<file path="config.mk">
export PLATFORM = sky130hd
export DESIGN_NAME = pipeline_hazard_ctrl_flat
export DESIGN_NICKNAME = d
export VERILOG_FILES = /design/src/rtl/pipeline_hazard_ctrl_if.sv /design/src/rtl/pipeline_hazard_ctrl.sv /design/src/flat_wrapper.sv
export SDC_FILE = /design/constraint.sdc
export NUM_CORES = 1
export LEC_CHECK = 0
export BUFFER_PORTS_ARGS = -buffer_cell sky130_fd_sc_hd__buf_2
export CORE_MARGIN = 2
export CORE_UTILIZATION = 35
export DETAILED_ROUTE_END_ITERATION = 10
export GPL_ROUTABILITY_DRIVEN = 0
export PLACE_DENSITY_LB_ADDON = 0.05
export SYNTH_ARGS = -nofsm -noshare
export SYNTH_HDL_FRONTEND = slang
export SYNTH_SLANG_ARGS = --single-unit
</file>
<file path="constraint.sdc">
create_clock -name clk -period 2.3 [get_ports clk]
set_input_delay 0.69 -clock clk [delete_from_list [all_inputs] [get_ports clk]]
set_output_delay 0.69 -clock clk [all_outputs]
set_load 0.01 [all_outputs]
</file>
<file path="src/rtl/pipeline_hazard_ctrl_if.sv">
// pipeline_hazard_ctrl_if
//   Bundles the hazard-detection inputs and the stall/flush controls that
//   pass between the LEGv8 pipeline (master) and pipeline_hazard_ctrl (slave).
//
//   Signals (from the slave's view):
//     in : id_rn, id_rm, id_uses_rn, id_uses_rm  - ID-stage source operands
//          ex_memrd, ex_rd                       - EX-stage load and destination
//          br_taken                              - branch resolved taken in ID
//          mem_req, mem_ready                    - data-memory handshake
//     out: pc_en, if_id_en, id_ex_en, ex_mem_en, mem_wb_en - stage enables
//          if_id_flush, id_ex_bubble             - NOP / zeroed-control inject
//          mem_err                               - sticky watchdog timeout
//          stall_cycles, flush_count             - performance counters
interface pipeline_hazard_ctrl_if #(
  parameter int unsigned CNT_W = 32
);
  logic [4:0]       id_rn;
  logic [4:0]       id_rm;
  logic             id_uses_rn;
  logic             id_uses_rm;
  logic             ex_memrd;
  logic [4:0]       ex_rd;
  logic             br_taken;
  logic             mem_req;
  logic             mem_ready;

  logic             pc_en;
  logic             if_id_en;
  logic             id_ex_en;
  logic             ex_mem_en;
  logic             mem_wb_en;
  logic             if_id_flush;
  logic             id_ex_bubble;
  logic             mem_err;
  logic [CNT_W-1:0] stall_cycles;
  logic [CNT_W-1:0] flush_count;

  modport slave (
    input  id_rn, id_rm, id_uses_rn, id_uses_rm, ex_memrd, ex_rd,
           br_taken, mem_req, mem_ready,
    output pc_en, if_id_en, id_ex_en, ex_mem_en, mem_wb_en,
           if_id_flush, id_ex_bubble, mem_err, stall_cycles, flush_count
  );

  modport master (
    output id_rn, id_rm, id_uses_rn, id_uses_rm, ex_memrd, ex_rd,
           br_taken, mem_req, mem_ready,
    input  pc_en, if_id_en, id_ex_en, ex_mem_en, mem_wb_en,
           if_id_flush, id_ex_bubble, mem_err, stall_cycles, flush_count
  );
endinterface

</file>
<file path="src/rtl/pipeline_hazard_ctrl.sv">
// pipeline_hazard_ctrl
//   Central stall/flush sequencer for the 5-stage LEGv8 pipeline. Detects
//   load-use hazards, taken-branch flushes and data-memory waits, and drives
//   the per-stage register enables plus the IF/ID flush and ID/EX bubble.
//   A watchdog halts the pipeline (sticky mem_err) if a memory access stays
//   outstanding for TIMEOUT frozen cycles; TIMEOUT=0 disables it.
//
//   Ports:
//     clk   - rising-edge clock
//     reset - synchronous, active-high reset (forces all controls to 0)
//     hz    - pipeline_hazard_ctrl_if.slave (hazard inputs, stage controls,
//             mem_err, performance counters)
//
//   Optional feature: define HAZARD_PERF_CNT_EN to build the saturating
//   stall_cycles / flush_count counters; otherwise both read as 0.
module pipeline_hazard_ctrl #(
  parameter int unsigned TIMEOUT = 16,
  parameter int unsigned CNT_W   = 32
) (
  input  logic                   clk,
  input  logic                   reset,
  pipeline_hazard_ctrl_if.slave  hz
);

  typedef enum logic [1:0] {
    RUN      = 2'd0,
    MEM_WAIT = 2'd1,
    HALT     = 2'd2
  } state_e;

  // One spare bit above what TIMEOUT needs so the saturating count can
  // always reach the threshold.
  localparam int unsigned          WAIT_W    = (TIMEOUT < 2) ? 2 : $clog2(TIMEOUT + 1) + 1;
  localparam logic [WAIT_W-1:0]    WAIT_MAX  = '1;
  localparam logic [WAIT_W-1:0]    TIMEOUT_C = WAIT_W'(TIMEOUT);

  state_e              state_q, state_d;
  logic [WAIT_W-1:0]   wait_q,  wait_d;
  logic                err_q,   err_d;
  logic [WAIT_W-1:0]   wait_inc;

  logic load_use;
  logic mem_stall;
  logic issue;

  logic pc_en, if_id_en, id_ex_en, ex_mem_en, mem_wb_en;
  logic if_id_flush, id_ex_bubble;

  // XZR (X31) is never a real destination, so it cannot create a hazard.
  assign load_use = hz.ex_memrd && (hz.ex_rd != 5'd31) &&
                    ((hz.id_uses_rn && (hz.id_rn == hz.ex_rd)) ||
                     (hz.id_uses_rm && (hz.id_rm == hz.ex_rd)));

  assign mem_stall = hz.mem_req && !hz.mem_ready;

  assign wait_inc = (wait_q == WAIT_MAX) ? wait_q : wait_q + 1'b1;

  always_ff @(posedge clk) begin
    if (reset) begin
      state_q <= RUN;
      wait_q  <= '0;
      err_q   <= 1'b0;
    end else begin
      state_q <= state_d;
      wait_q  <= wait_d;
      err_q   <= err_d;
    end
  end

  always_comb begin
    state_d      = state_q;
    wait_d       = wait_q;
    err_d        = err_q;
    issue        = 1'b0;
    pc_en        = 1'b0;
    if_id_en     = 1'b0;
    id_ex_en     = 1'b0;
    ex_mem_en    = 1'b0;
    mem_wb_en    = 1'b0;
    if_id_flush  = 1'b0;
    id_ex_bubble = 1'b0;

    unique case (state_q)
      RUN: begin
        if (mem_stall) begin
          // First frozen cycle of this access counts toward the watchdog.
          state_d = MEM_WAIT;
          wait_d  = WAIT_W'(1);
          if (TIMEOUT == 1) begin
            state_d = HALT;
            err_d   = 1'b1;
          end
        end else begin
          issue = 1'b1;
        end
      end
      MEM_WAIT: begin
        if (!hz.mem_ready) begin
          wait_d = wait_inc;
          if ((TIMEOUT != 0) && (wait_inc >= TIMEOUT_C)) begin
            state_d = HALT;
            err_d   = 1'b1;
          end
        end else begin
          issue   = 1'b1;
          state_d = RUN;
          wait_d  = '0;
        end
      end
      HALT: begin
        err_d = 1'b1;
      end
      default: begin
        state_d = RUN;
        wait_d  = '0;
      end
    endcase

    // Non-frozen cycle: load-use outranks a taken branch, which re-resolves
    // next cycle once the load data can be forwarded.
    if (issue) begin
      if (load_use) begin
        id_ex_en     = 1'b1;
        id_ex_bubble = 1'b1;
        ex_mem_en    = 1'b1;
        mem_wb_en    = 1'b1;
      end else begin
        pc_en       = 1'b1;
        if_id_en    = 1'b1;
        id_ex_en    = 1'b1;
        ex_mem_en   = 1'b1;
        mem_wb_en   = 1'b1;
        if_id_flush = hz.br_taken;
      end
    end

    if (reset) begin
      pc_en        = 1'b0;
      if_id_en     = 1'b0;
      id_ex_en     = 1'b0;
      ex_mem_en    = 1'b0;
      mem_wb_en    = 1'b0;
      if_id_flush  = 1'b0;
      id_ex_bubble = 1'b0;
    end
  end

  assign hz.pc_en        = pc_en;
  assign hz.if_id_en     = if_id_en;
  assign hz.id_ex_en     = id_ex_en;
  assign hz.ex_mem_en    = ex_mem_en;
  assign hz.mem_wb_en    = mem_wb_en;
  assign hz.if_id_flush  = if_id_flush;
  assign hz.id_ex_bubble = id_ex_bubble;
  assign hz.mem_err      = err_q;

`ifdef HAZARD_PERF_CNT_EN
  logic [CNT_W-1:0] stall_q, stall_d;
  logic [CNT_W-1:0] flush_q, flush_d;

  always_comb begin
    stall_d = stall_q;
    flush_d = flush_q;
    if (!pc_en && (stall_q != '1)) begin
      stall_d = stall_q + 1'b1;
    end
    if (if_id_flush && (flush_q != '1)) begin
      flush_d = flush_q + 1'b1;
    end
  end

  always_ff @(posedge clk) begin
    if (reset) begin
      stall_q <= '0;
      flush_q <= '0;
    end else begin
      stall_q <= stall_d;
      flush_q <= flush_d;
    end
  end

  assign hz.stall_cycles = stall_q;
  assign hz.flush_count  = flush_q;
`else
  assign hz.stall_cycles = '0;
  assign hz.flush_count  = '0;
`endif

endmodule
</file>
<file path="src/flat_wrapper.sv">
// flat-port wrapper written by rule: the top's interface ports become plain ports
module pipeline_hazard_ctrl_flat 
#(
  parameter int unsigned TIMEOUT = 16,
  parameter int unsigned CNT_W   = 32
)
  (clk, reset, hz_id_rn, hz_id_rm, hz_id_uses_rn, hz_id_uses_rm, hz_ex_memrd, hz_ex_rd, hz_br_taken, hz_mem_req, hz_mem_ready, hz_pc_en, hz_if_id_en, hz_id_ex_en, hz_ex_mem_en, hz_mem_wb_en, hz_if_id_flush, hz_id_ex_bubble, hz_mem_err, hz_stall_cycles, hz_flush_count);
  pipeline_hazard_ctrl_if #(.CNT_W(CNT_W)) hz_i ();
  input  logic clk;
  input  logic reset;
  input wire logic [$bits(hz_i.id_rn)-1:0] hz_id_rn;
  input wire logic [$bits(hz_i.id_rm)-1:0] hz_id_rm;
  input wire logic [$bits(hz_i.id_uses_rn)-1:0] hz_id_uses_rn;
  input wire logic [$bits(hz_i.id_uses_rm)-1:0] hz_id_uses_rm;
  input wire logic [$bits(hz_i.ex_memrd)-1:0] hz_ex_memrd;
  input wire logic [$bits(hz_i.ex_rd)-1:0] hz_ex_rd;
  input wire logic [$bits(hz_i.br_taken)-1:0] hz_br_taken;
  input wire logic [$bits(hz_i.mem_req)-1:0] hz_mem_req;
  input wire logic [$bits(hz_i.mem_ready)-1:0] hz_mem_ready;
  output wire logic [$bits(hz_i.pc_en)-1:0] hz_pc_en;
  output wire logic [$bits(hz_i.if_id_en)-1:0] hz_if_id_en;
  output wire logic [$bits(hz_i.id_ex_en)-1:0] hz_id_ex_en;
  output wire logic [$bits(hz_i.ex_mem_en)-1:0] hz_ex_mem_en;
  output wire logic [$bits(hz_i.mem_wb_en)-1:0] hz_mem_wb_en;
  output wire logic [$bits(hz_i.if_id_flush)-1:0] hz_if_id_flush;
  output wire logic [$bits(hz_i.id_ex_bubble)-1:0] hz_id_ex_bubble;
  output wire logic [$bits(hz_i.mem_err)-1:0] hz_mem_err;
  output wire logic [$bits(hz_i.stall_cycles)-1:0] hz_stall_cycles;
  output wire logic [$bits(hz_i.flush_count)-1:0] hz_flush_count;
  assign hz_i.id_rn = hz_id_rn;
  assign hz_i.id_rm = hz_id_rm;
  assign hz_i.id_uses_rn = hz_id_uses_rn;
  assign hz_i.id_uses_rm = hz_id_uses_rm;
  assign hz_i.ex_memrd = hz_ex_memrd;
  assign hz_i.ex_rd = hz_ex_rd;
  assign hz_i.br_taken = hz_br_taken;
  assign hz_i.mem_req = hz_mem_req;
  assign hz_i.mem_ready = hz_mem_ready;
  assign hz_pc_en = hz_i.pc_en;
  assign hz_if_id_en = hz_i.if_id_en;
  assign hz_id_ex_en = hz_i.id_ex_en;
  assign hz_ex_mem_en = hz_i.ex_mem_en;
  assign hz_mem_wb_en = hz_i.mem_wb_en;
  assign hz_if_id_flush = hz_i.if_id_flush;
  assign hz_id_ex_bubble = hz_i.id_ex_bubble;
  assign hz_mem_err = hz_i.mem_err;
  assign hz_stall_cycles = hz_i.stall_cycles;
  assign hz_flush_count = hz_i.flush_count;
  pipeline_hazard_ctrl #(.TIMEOUT(TIMEOUT), .CNT_W(CNT_W)) u_core (.clk(clk), .reset(reset), .hz(hz_i));
endmodule
</file>
Word-level counts from Yosys, hierarchy flattened
Index checks and enable logic that the tools add are counted.
{"block": "totals", "register_bits": 9, "in_bits": 23, "out_inout_bits": 72, "word_cells": 53}
{"block": "classes", "addsub": 1, "magnitude_cmp": 1, "eq_ne": 10, "mux": 25, "bitwise": 1, "reduce_logical": 12}
{"cell": "$mux W6", "count": 3}
{"cell": "$pmux W6 S3", "count": 1}
{"cell": "$mux W1", "count": 15}
{"cell": "$eq A5 B5 Y1", "count": 2}
{"cell": "$add A6 B1 Y6 const B", "count": 1}
{"cell": "$eq A6 B6 Y1 const B", "count": 1}
{"cell": "$ge A6 B5 Y1 const B", "count": 1}
{"cell": "$mux W2", "count": 3}
{"cell": "$pmux W2 S3", "count": 1}
{"cell": "$reduce_and A3 Y1", "count": 2}
{"cell": "$logic_and A1 B1 Y1", "count": 5}
{"cell": "$ne A5 B5 Y1 const B", "count": 1}
{"cell": "$ne A2 B1 Y1 const B", "count": 2}
{"cell": "$pmux W1 S2", "count": 2}
{"cell": "$ne A3 B2 Y1 const B", "count": 1}
{"cell": "$eq A2 B1 Y1 const B", "count": 1}
{"cell": "$eq A2 B2 Y1 const B", "count": 1}
{"cell": "$logic_not A2 Y1", "count": 1}
{"cell": "$ne A2 B2 Y1 const B", "count": 1}
{"cell": "$reduce_and A2 Y1", "count": 1}
{"cell": "$reduce_bool A2 Y1", "count": 1}
{"cell": "$logic_not A1 Y1", "count": 1}
{"cell": "$logic_or A1 B1 Y1", "count": 1}
{"cell": "$not A1 Y1", "count": 1}

Logic depth before layout (Yosys ltp)
Gate-level depths: netlist of the first run.
{"block": "logic_depth", "word_depth": 7, "depth_mapped": 5, "depth_no_buf": 5}

Least setup slack after synthesis of the first run
OpenSTA, ideal clock, no wires.
{"block": "synth_path", "path_kind": "input to output", "from": "in reset", "to": "out hz_pc_en", "arrival_time_ns": 2.047, "required_ns": 1.610, "setup_slack_ns": -0.437, "cell_stages": 4, "path_buffers": 2, "path_cell_list": "clkbuf_1 > nor3_1 > a21boi_0 > buf_4"}
{"block": "synth_via", "elab_chain_len": 1}
{"element": "start: declaration", "line": "flat_wrapper.sv:10", "rtl": "input logic reset;"}
{"element": "$mux W1"}
{"element": "end: declaration", "line": "flat_wrapper.sv:20", "rtl": "output wire logic [$bits(hz_i.pc_en)-1:0] hz_pc_en;"}
No other way between the ends.

Final worst setup path of the first run
{"block": "layout_path", "from": "in hz_id_rm[4]", "to": "out hz_if_id_flush"}
{"block": "layout_via", "elab_chain_len": 7}
{"element": "start: declaration", "line": "flat_wrapper.sv:12", "rtl": "input wire logic [$bits(hz_i.id_rm)-1:0] hz_id_rm;"}
{"element": "$eq A5 B5 Y1", "line": "pipeline_hazard_ctrl.sv:52", "rtl": "(hz.id_uses_rm && (hz.id_rm == hz.ex_rd)));"}
{"element": "$logic_and A1 B1 Y1", "line": "pipeline_hazard_ctrl.sv:52"}
{"element": "$logic_or A1 B1 Y1", "line": "pipeline_hazard_ctrl.sv:51", "rtl": "((hz.id_uses_rn && (hz.id_rn == hz.ex_rd)) ||"}
{"element": "$logic_and A1 B1 Y1", "line": "pipeline_hazard_ctrl.sv:50", "rtl": "assign load_use = hz.ex_memrd && (hz.ex_rd != 5'd31) &&"}
{"element": "$mux W1", "line": "pipeline_hazard_ctrl.sv:122", "rtl": "if (load_use) begin"}
{"element": "$mux W1", "line": "pipeline_hazard_ctrl.sv:121", "rtl": "if (issue) begin"}
{"element": "$mux W1", "line": "pipeline_hazard_ctrl.sv:137", "rtl": "if (reset) begin"}
{"element": "end: declaration", "line": "flat_wrapper.sv:25", "rtl": "output wire logic [$bits(hz_i.if_id_flush)-1:0] hz_if_id_flush;"}
No other way between the ends.

==> results.yml, run 1 <==
outcome:
  outcome: "finished, final reports clean"
synth:
  ys_ff_latch: 9
  synthFlopType: "dfxtp_1"
  synth_top_area_share_pct: 44.2
  synth_area_leaders: "buf_4 44%, dfxtp_1 16%, xnor2_1 7.7%, a21oi_1 4.4%, nand2_1 3.0%"
  synth-async-reset-ratio_pct: 0
  syn_inst: 148
  synth.most_common_cell: "buf_4"
  synth_area_per_cell_um2: 7.69
  synth_edf_count: 0
  synth_cell_types: 33
  synth.top_cells.by_count: "67 x buf_4, 10 x a21oi_1, 10 x xnor2_1"
  seq_area_frac_synth_pct: 15.8
  yosysTopAreaCell: "buf_4"
  synth_area_um2: 1140
  synth_warnings: 0
clock_tree:
  clk_pin_slew_ns: 0.06
  clkSinkCount: 9
  cts-root-buf: "clkbuf_4"
  hold_buffers: 0
  insertion_delay_ns: 0.26
  clk_path_buf_depth: 2
  cts_made_buffers: 3
  tritoncts: "yes"
  htree_num_levels: 1
timing:
  fin_crit_sh_pct: 99.8
  worst_pin_slew_ns: 0.553
  finalSetupViolCount: 0
  fin_setup_tns_ns: 0
  clock-skew-final_ns: 0.000819
  fmax_ghz: 0.436
  maxSlewHeadroom_pct: 63.1
  period_needed_ns: 2.30
  slew_viol_final: 0
  hold_viol_final: 0
  rsz0062_at_grt: "true"
finish:
  drive_gt1_share_pct: 29.2
  area_growth_pct: 11.6
  antenna_cells: 0
  utilization_pct: 41.3
  final_nets: 210
routing:
  vias: 894
  dr.pass1.iters: 4
  drc: 0
  vias_per_cell: 3.90
  drtIter0Drc: 23
  final_antenna_net_count: 0
  wl_um: 2170
  routedWlPerCell_um: 9.49
setup_path:
  crit_start: "hz_id_rm[4]"
  path_class: "primary input to primary output"
  crit_path_start_kind: "primary input"
  r2r_cells: 3
  crit_required_ns: 1.61
  worstReg2RegStart: "u_core.state_q[0]"
  critical_path.max_fanout: 2
  crit_path_end_kind: "primary output"
  worstPathArrival_ns: 1.61
global_routing:
  grt_max_degree: 10
  antenna_found_initial: 0
  grt_pass1_wl_um: 2850
  grtUsageTotal_pct: 10.0
  grt_pass1_vias: 706
  gr-total-overflow: 0
floorplanning:
  start_util_pct: 37.0
  die_y_um: 61.0
  pin_count: 95
  coreArea_um2: 3080
  dieWidth_um: 61.0
  core.rowCount: 20
  dieArea_um2: 3730
worst_hold_path:
  hp-class: "flip-flop to flip-flop"
  hold-path-cell-count: 2
  hold_start: "u_core.hz.mem_err"
place:
  port_buffers: 30
  dpl.hpwl_um: 1760
flow_run:
  maxCapViolations: 0
power:
  p_per_area_nw_per_um2: 367
  irDropWorstVdd_mv: 0.242
  p_leak_nw: 0.630
[per-stage QoR]
stage	std cells	setup WS (ns)	cell area [um2]	hold slack, ns	power, mW
floorplan	211	0.0334	1390	0.467	0.353
global placement	222	-0.0734	1130	0.476	0.317
detailed placement	222	-0.0756	1130	0.480	0.317
CTS	226	0.00245	1160	0.493	0.441
global route	229	-0.0491	1270	0.515	0.494
finish	229	0.00478	1270	0.481	0.466
[final cells by class]
cell class | count | area, um2
sequential | 9 | 180
fill | 337 | 1810
clock buffer | 4 | 26.3
inverter | 2 | 7.51
tap | 44 | 55.1
timing repair buffer | 38 | 241
multi-input combinational | 132 | 761
[metal layers]
metal | vias to the layer above | track usage (%) | share of wire [%] | wire length [um]
met5 | - | 0 | 0 | 0
met4 | 0 | 3.73 | 0.83 | 18
met3 | 4 | 1.68 | 9.6 | 208
met2 | 54 | 19.3 | 55 | 1190
met1 | 391 | 10.8 | 35 | 755
li1 | 445 | - | - | -
[where the power goes]
group | leakage, nW | internal (mW) | switching, mW | total (mW)
clock network | 0.0150 | 0.0670 | 0.0576 | 0.125
registers | 0.0730 | 0.160 | 0.00540 | 0.166
logic | 0.542 | 0.0730 | 0.103 | 0.176
[sequential cells by signal, indices dropped and copies added, names as in the netlist]
register / count
u_core.wait_q: 6
u_core.hz.mem_err: 1
u_core.state_q: 2
[cell usage in the layout (no fill, tap or decap), types with 2 or more instances in the layout]
cell	instances
a21oi_1	10
buf_2	25
buf_4	8
buf_6	5
clkbuf_4	3
conb_1	64
dfxtp_1	9
inv_1	2
nand2_1	9
nand3_1	4
nand4_1	2
nor2_1	4
nor3_1	3
o21ai_0	5
xnor2_1	4
xnor2_2	6
[worst paths after layout]
check                      endpoint  slack [ns]
setup / recovery     hz_if_id_flush       0.005
hold reg to reg   u_core.hz.mem_err        0.48
setup reg to reg  u_core.hz.mem_err        0.78
hold / removal    u_core.hz.mem_err        0.48
[worst max-delay path: stages]
cell	delay, ns
buf_2	0.12
xnor2_2	0.15
nand4_1	0.13
o22ai_2	0.17
buf_4	0.15
a21oi_1	0.06
buf_2	0.14
[logic make-up after synthesis]
kind of cell,after synthesis,share of synthesized area (%)
AOI/OAI and AO/OA,27,15.7
buffers and inverters,70,45.2
xor gates and xnor gates,10,7.69
and+or+nand+nor,30,14.2
other,1,0.329
DFF,9,15.8
adders and majority gates,1,1.10
[timing repair]
action                                  4_1_cts  5_1_grt
buffers inserted                              0        3
endpoints found under the setup margin        4        4
resized for setup                             1       16
pin swaps                                     4       15
Note: power is estimated with default switching activity, not from simulation.
==> run 2: changes to the inputs <==
--- a/config.mk
+++ b/config.mk
@@ -5,10 +5,9 @@
 export SDC_FILE = /design/constraint.sdc
 export NUM_CORES = 1
 export LEC_CHECK = 0
-export BUFFER_PORTS_ARGS = -buffer_cell sky130_fd_sc_hd__buf_2
-export CORE_MARGIN = 2
-export CORE_UTILIZATION = 35
+export CORE_UTILIZATION = 46
 export DETAILED_ROUTE_END_ITERATION = 10
+export DONT_BUFFER_PORTS = 1
 export GPL_ROUTABILITY_DRIVEN = 0
 export PLACE_DENSITY_LB_ADDON = 0.05
 export SYNTH_ARGS = -nofsm -noshare
==> run 2 against run 1 <==
  * Clock power hardly changed
  * Maximum frequency rose by 4.8%
  * Worst setup slack improved by 0.10 ns
  * Global-route usage increased by 3.2 points
  * Hold slack got worse by 0.00065 ns
  * First-iteration DRC count down 78%
  * Combinational power shrank 38%
  * Critical path depth down 3
  * Clock skew up 0.011 ns
  * Critical endpoint is now hz_id_ex_bubble
==> results.yml, run 2 (same netlist as run 1, synthesis figures left out) <==
outcome:
  outcome: "finished, final reports clean"
finish:
  fin_cells: 176
  final_cell_mix: "64 x conb_1, 10 x xnor2_1, 10 x a21oi_1"
  drive_gt1_share_pct: 6.76
  final_common_cell: "conb_1"
  regMostFlops: "u_core.wait_q"
  antenna_cells: 0
  stdcell_area_um2: 952
  largest_reg_flops: 6
  area_growth_pct: -16.4
  final_nets: 173
timing:
  maxSlewHeadroom_pct: 63.6
  hold_viol_final: 0
  fmax_ghz: 0.456
  clock-skew-final_ns: 0.0115
  fin_setup_tns_ns: 0
  worst_pin_slew_ns: 0.546
  finalSetupViolCount: 0
  slew_viol_final: 0
  fin_crit_sh_pct: 95.3
  period_needed_ns: 2.19
  holdWs_ns: 0.480
  rsz0062_at_grt: "false"
  post-route-worst-setup-slack_ns: 0.109
clock_tree:
  insertion_delay_ns: 0.27
  clk_path_buf_depth: 2
  clkSinkCount: 9
  htree_num_levels: 1
  cts_resized: 0
  cts_made_buffers: 3
  tritoncts: "yes"
  cts_setup_buffers: 0
  hold_buffers: 0
  clk_pin_slew_ns: 0.07
  cts-root-buf: "clkbuf_4"
worst_hold_path:
  hp-class: "primary input to flip-flop"
place:
  placed_cell_area_um2: 926
  port_buffers: 0
  place_inst: 172
  dpl.hpwl_um: 1540
  place_ws_ns: 0.116
routing:
  dr.pass1.iters: 4
  met3_length_um: 126
  final_antenna_net_count: 0
  drc: 0
  vias: 758
  wl_um: 1830
  vias_per_cell: 4.31
  top_layer: "met4"
  wirelength_met1_um: 665
  dr_wl_met2_um: 1010
  drtIter0Drc: 5
  routedWlPerCell_um: 10.4
setup_path:
  crit_family: "simple AND/OR/NAND/NOR gates"
  crit_buf_inv: 0
  crit_required_ns: 1.61
  crit_path_start_kind: "primary input"
  max_stage_delay_ns: 0.29
  worstReg2RegStart: "u_core.wait_q[0]"
  path_class: "primary input to primary output"
  endpoint: "hz_id_ex_bubble"
  r2r_cells: 5
  critical_path.max_fanout: 3
  crit_start: "hz_ex_rd[1]"
  crit_path_end_kind: "primary output"
  ff2ff_setup_slack_ns: 0.79
  worst_path_max_delay_cell: "o22ai_1"
  timing.rr.end: "u_core.hz.mem_err"
  crit_chain: "xnor2_1, nand4_1, o22ai_1, and3_1"
  cp.depth: 4
  worstPathArrival_ns: 1.50
global_routing:
  grt_pass1_wl_um: 2550
  grt_max_degree: 11
  grtUsageTotal_pct: 13.2
  antenna_found_initial: 0
  grt_pass1_vias: 624
  gr-total-overflow: 0
power:
  p_per_area_nw_per_um2: 420
  irDropWorstVdd_mv: 0.366
  p_leak_nw: 0.420
floorplanning:
  dieArea_um2: 2680
  die_y_um: 51.8
  pin_count: 95
  coreArea_um2: 2280
  core.rowCount: 17
  start_util_pct: 50.0
  dieWidth_um: 51.8
flow_run:
  maxCapViolations: 0
run 2: changes by cell type in the layout (fill, tap and decap cells not counted), moves of 5 or more:
cell / change
buf_6: -5
buf_2: -25
xnor2_1: +6
xnor2_2: -6
buf_4: -7
run 2: worst min-delay path by stage:
stage	start	to	slack, ns	cells after the start
global route	reset	u_core.wait_q[3]	0.47	1
CTS	reset	u_core.hz.mem_err	0.47	1
finish	reset	u_core.wait_q[1]	0.48	1
detailed placement	u_core.wait_q[4]	u_core.wait_q[4]	0.50	2
global placement	u_core.wait_q[1]	u_core.wait_q[1]	0.48	2
floorplan	u_core.wait_q[1]	u_core.wait_q[1]	0.47	2
run 2: metrics by stage:
step	total power [mW]	utilization, %
floorplan	0.353	-
global placement	0.276	40.7
detailed placement	0.276	40.7
CTS	0.404	41.8
global route	0.428	41.8
finish	0.400	41.8
run 2: final cells by class:
type,count,area [um2]
Fill cell,247,1320
Multi-Input combinational cell,132,696
Sequential cell,9,180
Tap cell,28,35.0
Clock buffer,4,26.3
Timing Repair Buffer,1,7.51
Inverter,2,7.51
run 2: power breakdown:
| group | leakage [nW] | internal [mW] | total [mW] | switching [mW] |
|---|---|---|---|---|
| Clock | 0.0150 | 0.0669 | 0.125 | 0.0585 |
| Combinational | 0.332 | 0.0317 | 0.109 | 0.0776 |
| Sequential | 0.0730 | 0.160 | 0.165 | 0.00500 |
run 2: per-layer routing:
metal | global-route usage [%] | vias to the layer above
met5 | 0 | -
met3 | 1.75 | 4
met4 | 9.91 | 0
met1 | 12.3 | 334
li1 | - | 369
met2 | 25.5 | 51
==> run 3: changes to the inputs <==
--- a/config.mk
+++ b/config.mk
@@ -5,11 +5,13 @@
 export SDC_FILE = /design/constraint.sdc
 export NUM_CORES = 1
 export LEC_CHECK = 0
-export CORE_UTILIZATION = 46
+export BUFFER_PORTS_ARGS = -buffer_cell sky130_fd_sc_hd__buf_2
+export CORE_UTILIZATION = 35
+export CTS_BUF_LIST = sky130_fd_sc_hd__clkbuf_16
 export DETAILED_ROUTE_END_ITERATION = 10
-export DONT_BUFFER_PORTS = 1
 export GPL_ROUTABILITY_DRIVEN = 0
 export PLACE_DENSITY_LB_ADDON = 0.05
+export SLEW_MARGIN = 10
 export SYNTH_ARGS = -nofsm -noshare
 export SYNTH_HDL_FRONTEND = slang
 export SYNTH_SLANG_ARGS = --single-unit
==> run 3 against run 2 <==
  * The flow now finishes with violations (setup timing)
  * Maximum frequency down 4.9%
  * Critical endpoint unchanged
  * Final cell count up 29%
  * Register-to-register slack worse by 0.02 ns
  * Hold slack better by 0.014 ns
  * Sequential power about the same
  * Count of clock-buffer cells in the layout down 1
  * Via count up 19%
  * Clock skew down 0.0071 ns
  * Sequential cell count unchanged
  * Worst setup slack worse by 0.11 ns
==> results.yml, run 3 (same netlist as run 1, synthesis figures left out) <==
global_routing:
  grt_pass1_vias: 716
  antenna_found_initial: 0
  gr-total-overflow: 0
  grt_max_degree: 10
  grtUsageTotal_pct: 11.7
  grt_pass1_wl_um: 2990
finish:
  antenna_cells: 0
  final_cell_mix: "64 x conb_1, 20 x buf_2, 10 x buf_6"
  regMostFlops: "u_core.wait_q"
  largest_reg_flops: 6
  final_nets: 208
  fill_cells: 318
  final_common_cell: "conb_1"
  area_growth_pct: 18.1
  stdcell_area_um2: 1350
  drive_gt1_share_pct: 30.1
timing:
  clock-skew-final_ns: 0.00439
  hold_viol_final: 0
  maxSlewHeadroom_pct: 62.5
  post-route-worst-setup-slack_ns: -0.00448
  fin_crit_sh_pct: 100
  period_needed_ns: 2.30
  slew_viol_final: 0
  fmax_ghz: 0.434
  rsz0062_at_grt: "true"
  finalSetupViolCount: 1
  worst_pin_slew_ns: 0.562
setup_path:
  crit_required_ns: 1.61
  crit_chain: "buf_6, xnor2_2, nand4_1, o22ai_2, and3_1, buf_2"
  crit_family: "simple AND/OR/NAND/NOR gates"
  critical_path.max_fanout: 3
  path_class: "primary input to primary output"
  crit_path_end_kind: "primary output"
  worst_path_max_delay_cell: "o22ai_2"
  max_stage_delay_ns: 0.25
  crit_buf_inv: 2
  crit_path_start_kind: "primary input"
  worstPathArrival_ns: 1.61
clock_tree:
  insertion_delay_ns: 0.24
  clkSinkCount: 9
  cts_made_buffers: 3
  clk_pin_slew_ns: 0.04
  tritoncts: "yes"
  clk_path_buf_depth: 2
  htree_num_levels: 1
  cts-root-buf: "clkbuf_16"
  hold_buffers: 0
place:
  placed_cell_area_um2: 1130
  port_buffers: 30
  place_ws_ns: -0.0654
  dpl.hpwl_um: 1710
floorplanning:
  pin_count: 95
  coreArea_um2: 3080
  dieWidth_um: 59.0
  core.rowCount: 20
  start_util_pct: 37.0
  dieArea_um2: 3490
  die_y_um: 59.0
outcome:
  outcome: "finished with violations"
  violations: "setup timing"
routing:
  wl_um: 2150
  vias: 904
  vias_per_cell: 3.98
  dr.pass1.iters: 4
  drc: 0
  drtIter0Drc: 18
  final_antenna_net_count: 0
  routedWlPerCell_um: 9.48
power:
  p_per_area_nw_per_um2: 488
  p_leak_nw: 0.658
  irDropWorstVdd_mv: 0.286
flow_run:
  maxCapViolations: 0
worst_hold_path:
  hp-class: "flip-flop to flip-flop"
==> run 3: area by class of cell <==
| class | instances | area (um2) | area share, % |
|---|---|---|---|
| Clock buffer | 3 | 75.1 | 5.58 |
| Clock inverter | 1 | 5.00 | 0.372 |
| Inverter | 2 | 7.51 | 0.558 |
| Multi-Input combinational cell | 132 | 764 | 56.8 |
| Sequential cell | 9 | 180 | 13.4 |
| Tap cell | 44 | 55.1 | 4.09 |
| Timing Repair Buffer | 36 | 258 | 19.2 |
==> run 3: final timing paths <==
path                     startpoint                 to  slack (ns)  cells after the start
setup reg to reg  u_core.state_q[0]  u_core.hz.mem_err        0.77                      3
hold reg to reg   u_core.hz.mem_err  u_core.hz.mem_err        0.49                      2
setup / recovery        hz_id_rm[4]    hz_id_ex_bubble      -0.004                      6
hold / removal    u_core.hz.mem_err  u_core.hz.mem_err        0.49                      2
==> run 3: where the power goes <==
part,switching (mW),internal (mW)
Sequential,0.00547,0.161
Clock,0.0825,0.230
Combinational,0.103,0.0751
Total,0.191,0.466
==> run 3: metrics by stage <==
step           hold WS (ns)  instances  setup TNS [ns]  power (mW)  util [%]
6_report              0.494        227        -0.00448       0.656      43.7
5_1_grt               0.524        227          -0.133       0.694      43.7
4_1_cts               0.496        226               0       0.633      39.4
3_5_place_dp          0.487        222          -0.148       0.317      36.6
3_3_place_gp          0.474        222         -0.0760       0.317      36.6
2_1_floorplan         0.467        211               0       0.353         -
==> run 3: what timing repair did <==
action	4_1_cts	5_1_grt
endpoints found under the setup margin	4	4
setup buffers	0	1
pin swaps	2	10
resized for setup	1	24
==> run 3: worst reg2reg max path, stage by stage (launching register included) <==
cell and delay, ns:
dfxtp_1 0.44, or3b_1 0.43, or3_4 0.42, a41oi_2 0.16
==> run 3: metal layers <==
layer  global-route usage [%]  wire length (um)
met5                        0                 0
met2                     20.1              1150
met3                     3.28               193
met4                     8.16                46
met1                     12.3               760
